--- config.mk ---
export PLATFORM = sky130hd
export DESIGN_NAME = display_scheduler
export DESIGN_NICKNAME = d
export VERILOG_FILES = /design/src/rtl/display_scheduler.sv
export SDC_FILE = /design/constraint.sdc
export NUM_CORES = 1
export LEC_CHECK = 0
export ABC_AREA = 1
export CORE_UTILIZATION = 46
export CTS_CLUSTER_SIZE = 25
export DETAILED_ROUTE_END_ITERATION = 10
export PLACE_DENSITY = 0.77
export SYNTH_ARGS = -nofsm -noshare
export SYNTH_HDL_FRONTEND = slang
export SYNTH_SLANG_ARGS = --single-unit
--- constraint.sdc ---
create_clock -name clk -period 6.6 [get_ports clk]
set_input_delay 1.65 -clock clk [delete_from_list [all_inputs] [get_ports clk]]
set_output_delay 1.65 -clock clk [all_outputs]
set_load 0.01 [all_outputs]
--- src/rtl/display_scheduler.sv ---
// Display scheduler: rotates four 32-bit debug sources across the 7-segment
// digit driver, one halfword page at a time, and generates the scan clock.
module display_scheduler #(
  parameter int SCAN_DIV  = 50_000,
  parameter int DWELL     = 100_000_000,
  parameter int DB_CYCLES = 1_000_000
) (
  input  logic         clk,
  input  logic         rst,
  input  logic [127:0] src_data,
  input  logic [3:0]   src_valid,
  input  logic         auto_mode,
  input  logic         btn_next,
  output logic [31:0]  disp_data,
  output logic         hi_lo,
  output logic         scan_clk,
  output logic [1:0]   cur_src,
  output logic         blank
);

  localparam int SCAN_W  = $clog2(SCAN_DIV) + 1;
  localparam int DWELL_W = $clog2(DWELL) + 1;
  localparam int DB_W    = $clog2(DB_CYCLES) + 1;

  typedef enum logic [1:0] {
    IDLE    = 2'd0,
    SHOW_LO = 2'd1,
    SHOW_HI = 2'd2
  } stateE;

  stateE               state, stateNext;
  logic [1:0]          srcNext;
  logic [SCAN_W-1:0]   scanCnt;
  logic [DWELL_W-1:0]  dwellCnt;
  logic [DB_W-1:0]     dbCnt;
  logic                btnSync1, btnSync2, dbLevel, dbPrev;
  logic                autoPrev;
  logic                btnEdge, dwellExpire, adv, dwellClr;

  // Round-robin search for the first valid source after 'from'; the last
  // candidate is 'from' itself so a lone valid source re-selects itself.
  function automatic logic [1:0] nextValid(input logic [3:0] valid, input logic [1:0] from);
    logic [1:0] idx;
    logic       found;
    nextValid = from;
    found     = 1'b0;
    for (int i = 1; i <= 4; i++) begin
      idx = from + 2'(i);
      if (!found && valid[idx]) begin
        nextValid = idx;
        found     = 1'b1;
      end else begin
        found = found;
      end
    end
  endfunction

  // Free-running prescaler; toggles scan_clk on every terminal count.
  always_ff @(posedge clk or posedge rst) begin
    if (rst) begin
      scanCnt  <= '0;
      scan_clk <= 1'b0;
    end else if (scanCnt == SCAN_W'(SCAN_DIV - 1)) begin
      scanCnt  <= '0;
      scan_clk <= ~scan_clk;
    end else begin
      scanCnt  <= scanCnt + SCAN_W'(1);
    end
  end

  // Two-flop synchronizer for the asynchronous push-button.
  always_ff @(posedge clk or posedge rst) begin
    if (rst) begin
      btnSync1 <= 1'b0;
      btnSync2 <= 1'b0;
    end else begin
      btnSync1 <= btn_next;
      btnSync2 <= btnSync1;
    end
  end

  // Debounce: level follows the synced input only after DB_CYCLES consecutive differing samples.
  always_ff @(posedge clk or posedge rst) begin
    if (rst) begin
      dbCnt   <= '0;
      dbLevel <= 1'b0;
      dbPrev  <= 1'b0;
    end else begin
      dbPrev <= dbLevel;
      if (btnSync2 == dbLevel) begin
        dbCnt <= '0;
      end else if (dbCnt == DB_W'(DB_CYCLES - 1)) begin
        dbCnt   <= '0;
        dbLevel <= btnSync2;
      end else begin
        dbCnt <= dbCnt + DB_W'(1);
      end
    end
  end

  assign btnEdge     = dbLevel & ~dbPrev;
  assign dwellExpire = auto_mode && (state != IDLE) && (dwellCnt == DWELL_W'(DWELL - 1));
  // In auto mode only the timer advances, so a coincident press cannot double-step.
  assign adv         = auto_mode ? dwellExpire : btnEdge;

  // Next-state and next-source selection; losing the current source overrides adv.
  always_comb begin
    stateNext = state;
    srcNext   = cur_src;
    case (state)
      IDLE: begin
        if (|src_valid) begin
          stateNext = SHOW_LO;
          srcNext   = nextValid(src_valid, 2'd3);
        end else begin
          stateNext = IDLE;
        end
      end
      SHOW_LO, SHOW_HI: begin
        if (!src_valid[cur_src]) begin
          if (|src_valid) begin
            stateNext = SHOW_LO;
            srcNext   = nextValid(src_valid, cur_src);
          end else begin
            stateNext = IDLE;
          end
        end else if (adv) begin
          if (state == SHOW_LO) begin
            stateNext = SHOW_HI;
          end else begin
            stateNext = SHOW_LO;
            srcNext   = nextValid(src_valid, cur_src);
          end
        end else begin
          stateNext = state;
        end
      end
      default: begin
        stateNext = IDLE;
      end
    endcase
  end

  // State and displayed-source registers.
  always_ff @(posedge clk or posedge rst) begin
    if (rst) begin
      state   <= IDLE;
      cur_src <= 2'd0;
    end else begin
      state   <= stateNext;
      cur_src <= srcNext;
    end
  end

  assign dwellClr = (stateNext != state) || (srcNext != cur_src) || (auto_mode != autoPrev) ||
                    !auto_mode || (state == IDLE);

  // Dwell timer: restarts on every page change or mode change, idle in manual mode.
  always_ff @(posedge clk or posedge rst) begin
    if (rst) begin
      dwellCnt <= '0;
      autoPrev <= 1'b0;
    end else begin
      autoPrev <= auto_mode;
      if (dwellClr) begin
        dwellCnt <= '0;
      end else if (dwellExpire) begin
        dwellCnt <= '0;
      end else begin
        dwellCnt <= dwellCnt + DWELL_W'(1);
      end
    end
  end

  // Registered driver outputs; data tracks the live value of the selected source.
  always_ff @(posedge clk or posedge rst) begin
    if (rst) begin
      disp_data <= 32'd0;
      hi_lo     <= 1'b0;
      blank     <= 1'b1;
    end else if (state == IDLE) begin
      disp_data <= 32'd0;
      hi_lo     <= 1'b0;
      blank     <= 1'b1;
    end else begin
      disp_data <= src_data[cur_src*32 +: 32];
      hi_lo     <= (state == SHOW_HI);
      blank     <= 1'b0;
    end
  end

endmodule
Yosys cells after proc, flatten, opt, wreduce, memory -nomap -nowiden:

Index checks and enable logic that the tools add are counted.

* latch bits: 0
* memories kept: 0
* bits in registers: 110
* memory bits (writable): 0
* logic and storage cells: 142
* ROM bits: 0
* input port bits: 136

* shift-type cells: 1
* add/subtract/negate cells: 6
* eq/ne operators: 9
* div/mod/pow operators: 0
* multiply operators: 0
* muxes and demuxes: 74
* reductions and logical operators: 30
* magnitude comparators: 4
* bitwise operators: 4

Operators with widths (count)
* $shiftx A128 B8 Y32: 1
* $mux W28: 2
* $mux W1: 43
* $mux W21: 2
* $mux W2: 19
* $mux W32: 1
* $add A28 B1 Y28 const B: 1
* $eq A28 B27 Y1 const B: 1
* $add A21 B1 Y21 const B: 1
* $eq A21 B20 Y1 const B: 1
* $add A17 B1 Y17 const B: 1
* $eq A17 B16 Y1 const B: 1
* $mux W17: 1
* $lt A2 B3 Y1 const B: 4
* $logic_and A1 B1 Y1: 11
* $logic_not A1 Y1: 10
* $bmux W1 S2: 4
* $pmux W2 S2: 2
* $add A2 B2 Y2 const B: 2
* $logic_or A1 B1 Y1: 4
* $ne A2 B2 Y1: 2
* $reduce_or A4 Y1: 1
* $not A1 Y1: 3
* $add A2 B1 Y2 const B: 1
* other kinds (9): 9

Depth between registers and ports, before layout:

Gate-level depths: netlist of run 1.

* depth after elaboration: 35
* gate-level depth with buffers: 21

Worst setup path after synthesis of run 1:

Ideal clock, no wire load.

* path type: in2reg
* start: input port src_valid[3]
* end: register dwellCnt[13]
* buffers on the path: 1
* cell stages on the path: 17
* arrival time: 3.022 ns
* slack: 3.453 ns
* path through: inv_1 o21ai_0 nand2_1 nand2_1 nand2_1 nand2_1 xor2_1 inv_1 nand2_1 nand2_1 nand2_2 nand3_1 nand2_1 inv_2 nand3_4 buf_8 nor2_4

* longest elaborated chain between the ends: 34
* elaborated cells on any way between the ends: 72
* those cells by class: 2 x eq/ne; 52 x mux; 18 x reduce/logical

Ends and longest elaborated chain
* from (decl): RTL line 11 `input logic [3:0] src_valid,`
* $bmux W1 S2: RTL line 49 `if (!found && valid[idx]) begin`
* $mux W1 (not written as such): RTL line 49
* $mux W1: RTL line 49
* $mux W1: RTL line 128 `if (state == SHOW_LO) begin`
* $mux W1: RTL line 127 `end else if (adv) begin`
* $mux W1: RTL line 120 `if (!src_valid[cur_src]) begin`
* $mux W1: RTL line 110 `case (state)`
* $logic_not A1 Y1: RTL line 49
* (+16 left out)
* $mux W2: RTL line 128
* $mux W2: RTL line 127
* $mux W2: RTL line 120
* $pmux W2 S2: RTL line 110
* $ne A2 B2 Y1: RTL line 155 `assign dwellClr = (stateNext != state) || (srcNext != cur_src) || (auto_mode != autoPrev) ||`
* $logic_or A1 B1 Y1 (*) (3 in series): RTL line 155
* $logic_or A1 B1 Y1 (*): RTL line 156 `!auto_mode || (state == IDLE);`
* $mux W28 (*): RTL line 165 `if (dwellClr) begin`
* to (signal assigned): RTL line 170 `dwellCnt <= dwellCnt + DWELL_W'(1);`
* to (decl): RTL line 34 `logic [DWELL_W-1:0] dwellCnt;`

Mark *: on every way between the ends. The rest lies on a longest branch, timed or not. The select of a mux whose other input is x is not followed.
A chain may end at the register's enable or synchronous reset.

Final worst setup path of run 1:

* start: input port auto_mode
* end: register dwellCnt[1]

* longest elaborated chain between the ends: 12
* elaborated cells on any way between the ends: 19
* those cells by class: 3 x eq/ne; 9 x mux; 7 x reduce/logical

Ends and longest elaborated chain
* from (decl): RTL line 12 `input logic auto_mode,`
* $logic_and A1 B1 Y1 (2 in series): RTL line 102 `assign dwellExpire = auto_mode && (state != IDLE) && (dwellCnt == DWELL_W'(DWELL - 1));`
* $mux W1: RTL line 104 `assign adv = auto_mode ? dwellExpire : btnEdge;`
* $mux W2: RTL line 127
* $mux W2: RTL line 120
* $pmux W2 S2: RTL line 110
* $ne A2 B2 Y1: RTL line 155
* $logic_or A1 B1 Y1 (3 in series): RTL line 155
* $logic_or A1 B1 Y1: RTL line 156
* $mux W28 (*): RTL line 165

Mark *: on every way between the ends. The rest lies on a longest branch, timed or not.

==> impl_metrics.toml, run 1 <==
[drt]
vias = 6075
final_antenna_net_count = 0
avgViaCountPerCell = 5.40
drc = 0
avgRoutedWirePerCell_um = 16.1
drtPass1Iterations = 5
initialDrtViolationCount = 424
wirelength_um = 18100

[place]
gp_congestion = 0.912
portBuffers = 172
dp_hpwl_um = 13000

[sta]
max_freq_mhz = 244
max_slew_margin = 0.328
report.final.slew_viol_count = 0
min_period_over_period = 0.621
setup_viol = 0
period_needed_ns = 4.10
rsz0062_at_grt = "false"
fin_worst_skew_ns = 0.00909
finalHoldViolCount = 0
worst_pin_slew_ns = 1.00
fin_setup_tns_ns = 0

[synthesis]
synth_area_leaders = "dfrtp_1 43%, nand3_1 8.8%, nand2_1 7.3%"
synth_xor_area_frac = 0.0318
synth_cell_types = 45
synth-compound-area-share = 0.116
syn-num-nets = 924
yosysMostFrequentCell = "nand2_1"
synth-edff-count = 0
yosys_warnings = 0
synthArstFlopShare = 1.00
synth-simple-area-share = 0.314
syn_area_sq_um = 6340
yosys.area.top_type_share = 0.430
muxShareOfSynthArea = 0.00178
synth_top_area_cell = "dfrtp_1"
ys_seq_area_frac = 0.434
syn_avg_cell_area_sq_um = 8.12
synth_common_cells = "123 x nand2_1, 111 x nand3_1, 109 x dfrtp_1, 99 x inv_1, 61 x nor2_1"
synthFlopType = "dfrtp_1"
synth_fa_ha_area_frac = 0.0138
ys_ff_latch = 110
synthCells = 781
synth_top_family_by_area = "simple AND/OR/NAND/NOR gates"

[critical_path]
cpPeakStageDelay_ns = 0.57
r2r_slack_ns = 3.18
start_kind = "input pin"
r2r-start = "cur_src[0]"
cp-end-kind = "flip-flop"
crit_top_cell = "nand2_2"
ff2ff_path_depth = 17
arrival_ns = 4.36
crit_fanout = 28
cp_slowest_cell = "clkdlybuf4s50_1"
worstPathCellList = "clkdlybuf4s50_1, nand2_1, nor2_1, nand3_1, nor2_2, nand2_2, nand2_2, nand2_2, nand3_2, nand2_1, nand2_2, nand2_2, nand2_2, nand2_2, nor2_4, nand3_4, nor2_1"
r2r-end = "dwellCnt[1]"
cp.required_ns = 6.86
critPathKind = "in -> reg"

[layout]
areaGrowthSynthToFinish_pct = 33.6
post_route_cells_drive_above_1_share = 0.0911
fin_nets = 1082
fill_cells = 1184
fin_util = 0.635

[grt]
top_usage_layer = "met2"
antenna_found_initial = 5
grt_pass1_wl_um = 29400
grt_pass1_vias = 5853
grt_max_degree = 61
grtUsageTotal = 0.265
overflow = 0
globalRouteMet3Util = 0.0781
use_met2 = 0.445
grt_util_met1 = 0.315

[worst_hold_path]
min_path_cells = 0
min_path_type = "reg -> reg"
min-delay-start = "btnSync1"
hold_end = "btnSync2"

[floorplanning]
num_rows = 42
fp.dieW_um = 119
design.core.area_sq_um = 13300
initial_utilization = 0.475
ios = 173
die_h_um = 119
fp.dieArea_sq_um = 14300

[clocking]
cts_buffers = 9
holdBufCountCts = 0
clock_sinks = 110
clk_path_buf_depth = 2
root_buffer = "clkbuf_16"
path_clk_slew_ns = 0.07
clock_latency_ns = 0.36
cts_setup_buffers = 0
htree_levels = 3
cts_resized = 0
cts_tree = "built"

[power_and_ir_drop]
leakagePower_nw = 3.64
pwr_density_cell_nw_per_um2 = 295
irDropWorstVdd_mv = 0.191

[status]
status = "complete, no violations"

[job]
maxCapViolCount = 0
cell usage in the layout (no fill, tap or decap), types with 2 or more instances in the layout:
master,n
dfrtp_1,108
inv_4,2
inv_1,98
xnor2_1,6
o21ai_0,9
a211oi_1,3
nor2_4,22
o211ai_1,6
nand3_1,111
nand2_1,123
a22oi_1,34
clkinvlp_4,2
nor2_2,4
a21oi_1,18
nand4_1,14
a31oi_1,33
and2_1,2
ha_1,7
diode_2,5
nand3b_1,3
buf_4,6
clkbuf_16,9
nor4_1,6
nor2_1,61
nand3_2,5
clkinv_2,2
nand2_2,13
nor3_1,18
clkdlybuf4s50_1,172
inv_2,6
nor3b_1,4
xor2_1,17
or2_2,2
critical path, delay by kind of cell:
kind,cells,cell delay (ns)
buf+inv,1,0.57
simple gates,16,2.13
report_power, final:
part           leakage, nW  switching, W  internal, W
Sequential            1.46     0.0000711     0.000777
Combinational         2.04      0.000653     0.000464
Clock                0.137      0.000262     0.000270
flip-flops by register name (all words and copies together) (netlist names):
| signal | flops |
|---|---|
| autoPrev | 1 |
| blank | 1 |
| dbPrev | 1 |
| dbCnt | 21 |
| dbLevel | 1 |
| btnSync1 | 1 |
| hi_lo | 1 |
| scan_clk | 1 |
| state | 2 |
| cur_src | 2 |
| btnSync2 | 1 |
| scanCnt | 17 |
| disp_data | 32 |
| dwellCnt | 28 |
through the flow:
step / area (sq um) / std cells / setup WS, ns / power (W) / hold slack, ns
2_1_floorplan: 6340 / 781 / 2.05 / 0.00155 / 0.331
3_3_place_gp: 8180 / 1104 / 2.27 / 0.00196 / 0.337
3_5_place_dp: 8180 / 1104 / 2.13 / 0.00197 / 0.341
4_1_cts: 8460 / 1120 / 2.48 / 0.00251 / 0.358
5_1_grt: 8470 / 1125 / 2.16 / 0.00264 / 0.367
6_report: 8470 / 1125 / 2.50 / 0.00250 / 0.355
how the worst max path moves through the flow:
stage	to	start	cells after the start	slack [ns]
final	dwellCnt[1]	auto_mode	17	2.50
after global routing	dwellCnt[6]	auto_mode	15	2.16
after CTS	dwellCnt[27]	auto_mode	17	2.48
after detailed placement	dwellCnt[6]	auto_mode	17	2.13
after global placement	dwellCnt[2]	auto_mode	17	2.27
after floorplan	autoPrev	rst	1	2.05
logic make-up after synthesis:
group,Yosys count
simple gates,392
buf+inv,137
compound gates,111
flops,110
xor+xnor,23
fa+ha+maj,7
mux,1
area by class of cell:
type / count / area (sq um) / area share
multi-input cells: 534 / 3030 / 0.358
flip-flops and latches: 110 / 2760 / 0.325
repair buffers: 178 / 1770 / 0.209
inverters: 106 / 403 / 0.0476
clock buffers: 10 / 239 / 0.0282
well taps: 176 / 220 / 0.0260
clock inverters: 6 / 45.0 / 0.00532
diodes: 5 / 12.5 / 0.00148
metal layers:
| layer | part of all wire | wire length, um | up-vias |
|---|---|---|---|
| li1 | - | - | 2938 |
| met1 | 0.40 | 7200 | 2864 |
| met2 | 0.49 | 8940 | 241 |
| met3 | 0.082 | 1480 | 32 |
| met4 | 0.026 | 477 | 0 |
| met5 | 0 | 0 | - |
No activity file was read; power rests on OpenSTA's default activity.
==> inputs of run 2 (changes only) <==
- clock period: 6.6 -> 3.8 ns (I/O delays scaled with it)
==> run 2 against run 1 <==
Count of clock-buffer cells in the layout rose by 2; clock skew fell by 0.0039 ns; setup slack got worse by 1.6 ns; largest cell class unchanged; critical endpoint is now dwellCnt[12].
==> impl_metrics.toml, run 2 (synthesis gave the netlist of run 1 again) <==
[clocking]
clk_path_buf_depth = 2
cts_buffers = 9
root_buffer = "clkbuf_16"
cts_setup_buffers = 0
clock_latency_ns = 0.35
path_clk_slew_ns = 0.07
htree_levels = 3
cts_resized = 0
cts_tree = "built"
clock_sinks = 110
holdBufCountCts = 0

[grt]
grt_pass1_wl_um = 29100
grt_max_degree = 54
grt_pass1_vias = 5913
antenna_found_initial = 4
overflow = 0
grtUsageTotal = 0.264

[critical_path]
crit_top_cell = "nand2_2"
cpPeakStageDelay_ns = 0.56
critPathKind = "in -> reg"
path_delay_family = "simple AND/OR/NAND/NOR gates"
worstPathCellList = "clkdlybuf4s50_1, nand2_1, nor2_1, nand3_1, nor2_2, nand2_2, nand2_2, nand2_2, nand3_2, nand2_1, nand2_2, nand2_2, nand2_2, nand2_2, nor2_4, nand3_4, buf_12, nor2_4"
cp.required_ns = 4.09
arrival_ns = 3.21
cp_slowest_cell = "clkdlybuf4s50_1"
path_buf_inv = 2
start_kind = "input pin"
cp-end-kind = "flip-flop"
crit_fanout = 14

[worst_hold_path]
min_path_type = "reg -> reg"

[sta]
report.final.slew_viol_count = 0
max_slew_margin = 0.353
fin_worst_skew_ns = 0.00524
setup_viol = 0
rsz0062_at_grt = "false"
min_period_over_period = 0.768
finalHoldViolCount = 0
worst_pin_slew_ns = 0.965
fin_setup_tns_ns = 0
max_freq_mhz = 343
period_needed_ns = 2.92

[power_and_ir_drop]
pwr_density_cell_nw_per_um2 = 520
p_int_w = 0.00278
power_frac_comb = 0.450
p_seq_frac = 0.325
leakagePower_nw = 3.70
switchingPower_w = 0.00168
clockPowerShare = 0.225
swShare = 0.376
irDropWorstVdd_mv = 0.382

[layout]
largest-register = "disp_data"
top_regs = "disp_data x32, dwellCnt x28, dbCnt x21"
areaGrowthSynthToFinish_pct = 35.3
fin_nets = 1088
final_common_cell = "clkdlybuf4s50_1"
largest_reg_flops = 32
final_cell_mix = "172 x clkdlybuf4s50_1, 123 x nand2_1, 111 x nand3_1"
fin_util = 0.643
post_route_cells_drive_above_1_share = 0.0947
layoutNonFillerInstCount = 1130
fill_cells = 1185

[status]
status = "complete, no violations"

[place]
gp_congestion = 0.882
dp_cells = 1110
portBuffers = 172
dp_hpwl_um = 13500

[drt]
drc = 0
wirelength_um = 17800
final_antenna_net_count = 0
initialDrtViolationCount = 431
drtPass1Iterations = 5
avgRoutedWirePerCell_um = 15.8
vias = 6011
avgViaCountPerCell = 5.32

[floorplanning]
fp.dieArea_sq_um = 14300
ios = 173
design.core.area_sq_um = 13300
fp.dieW_um = 119
num_rows = 42
die_h_um = 119
initial_utilization = 0.475

[job]
maxCapViolCount = 0
## run 2: changes by cell type in the layout (fill, tap and decap cells not counted), sizes merged
cell      change
bufinv        +2
clkbuf        +2
inv           -3
diode         -1
clkinvlp      -1
buf           +6
## run 2: worst paths after layout
check,from,endpoint,slack (ns),cells after the start
max,auto_mode,dwellCnt[12],0.88,18
min,btnSync1,btnSync2,0.36,0
max reg2reg,state[0],dwellCnt[12],1.18,20
min reg2reg,btnSync1,btnSync2,0.36,0
max in group asynchronous,rst,disp_data[16],1.94,3
min in group asynchronous,rst,dbCnt[19],1.07,2
## run 2: cell type report
type,instances,area [sq um],area share
Tap cell,176,220,0.0256
Inverter,106,404,0.0471
Clock buffer,12,246,0.0287
Multi-Input combinational cell,534,3030,0.353
Clock inverter,4,70.1,0.00816
Antenna cell,4,10.0,0.00117
Timing Repair Buffer,184,1850,0.215
Sequential cell,110,2760,0.321
## run 2: worst register-to-register path: cells and delay by family (launching register included)
kind / cells / cell delay [ns]
and+or+nand+nor: 16 / 1.41
buffers and inverters: 3 / 0.47
DFF: 1 / 0.45
adders and majority gates: 1 / 0.23
## run 2: power by group through the flow
stage,registers [W],clock network [W],logic [W]
2_1_floorplan,0.00152,0,0.00117
3_3_place_gp,0.00146,0,0.00198
5_1_grt,0.00146,0.00107,0.00221
4_1_cts,0.00145,0.00102,0.00202
6_report,0.00145,0.00100,0.00201
3_5_place_dp,0.00146,0,0.00200
## run 2: stage by stage
step | area [sq um] | setup WS (ns) | hold slack (ns) | power (W)
2_1_floorplan | 6350 | 1.35 | 0.331 | 0.00269
3_3_place_gp | 8260 | 0.589 | 0.333 | 0.00345
3_5_place_dp | 8260 | 0.516 | 0.344 | 0.00347
4_1_cts | 8580 | 0.867 | 0.360 | 0.00449
5_1_grt | 8590 | 0.631 | 0.367 | 0.00474
6_report | 8590 | 0.881 | 0.360 | 0.00446
## run 2: routing by layer
metal  track usage  vias up  part of all wire
li1              -     2955                 -
met1         0.316     2815              0.41
met2         0.435      206              0.48
met4         0.126        0             0.034
met3        0.0776       35             0.073
met5             0        -                 0
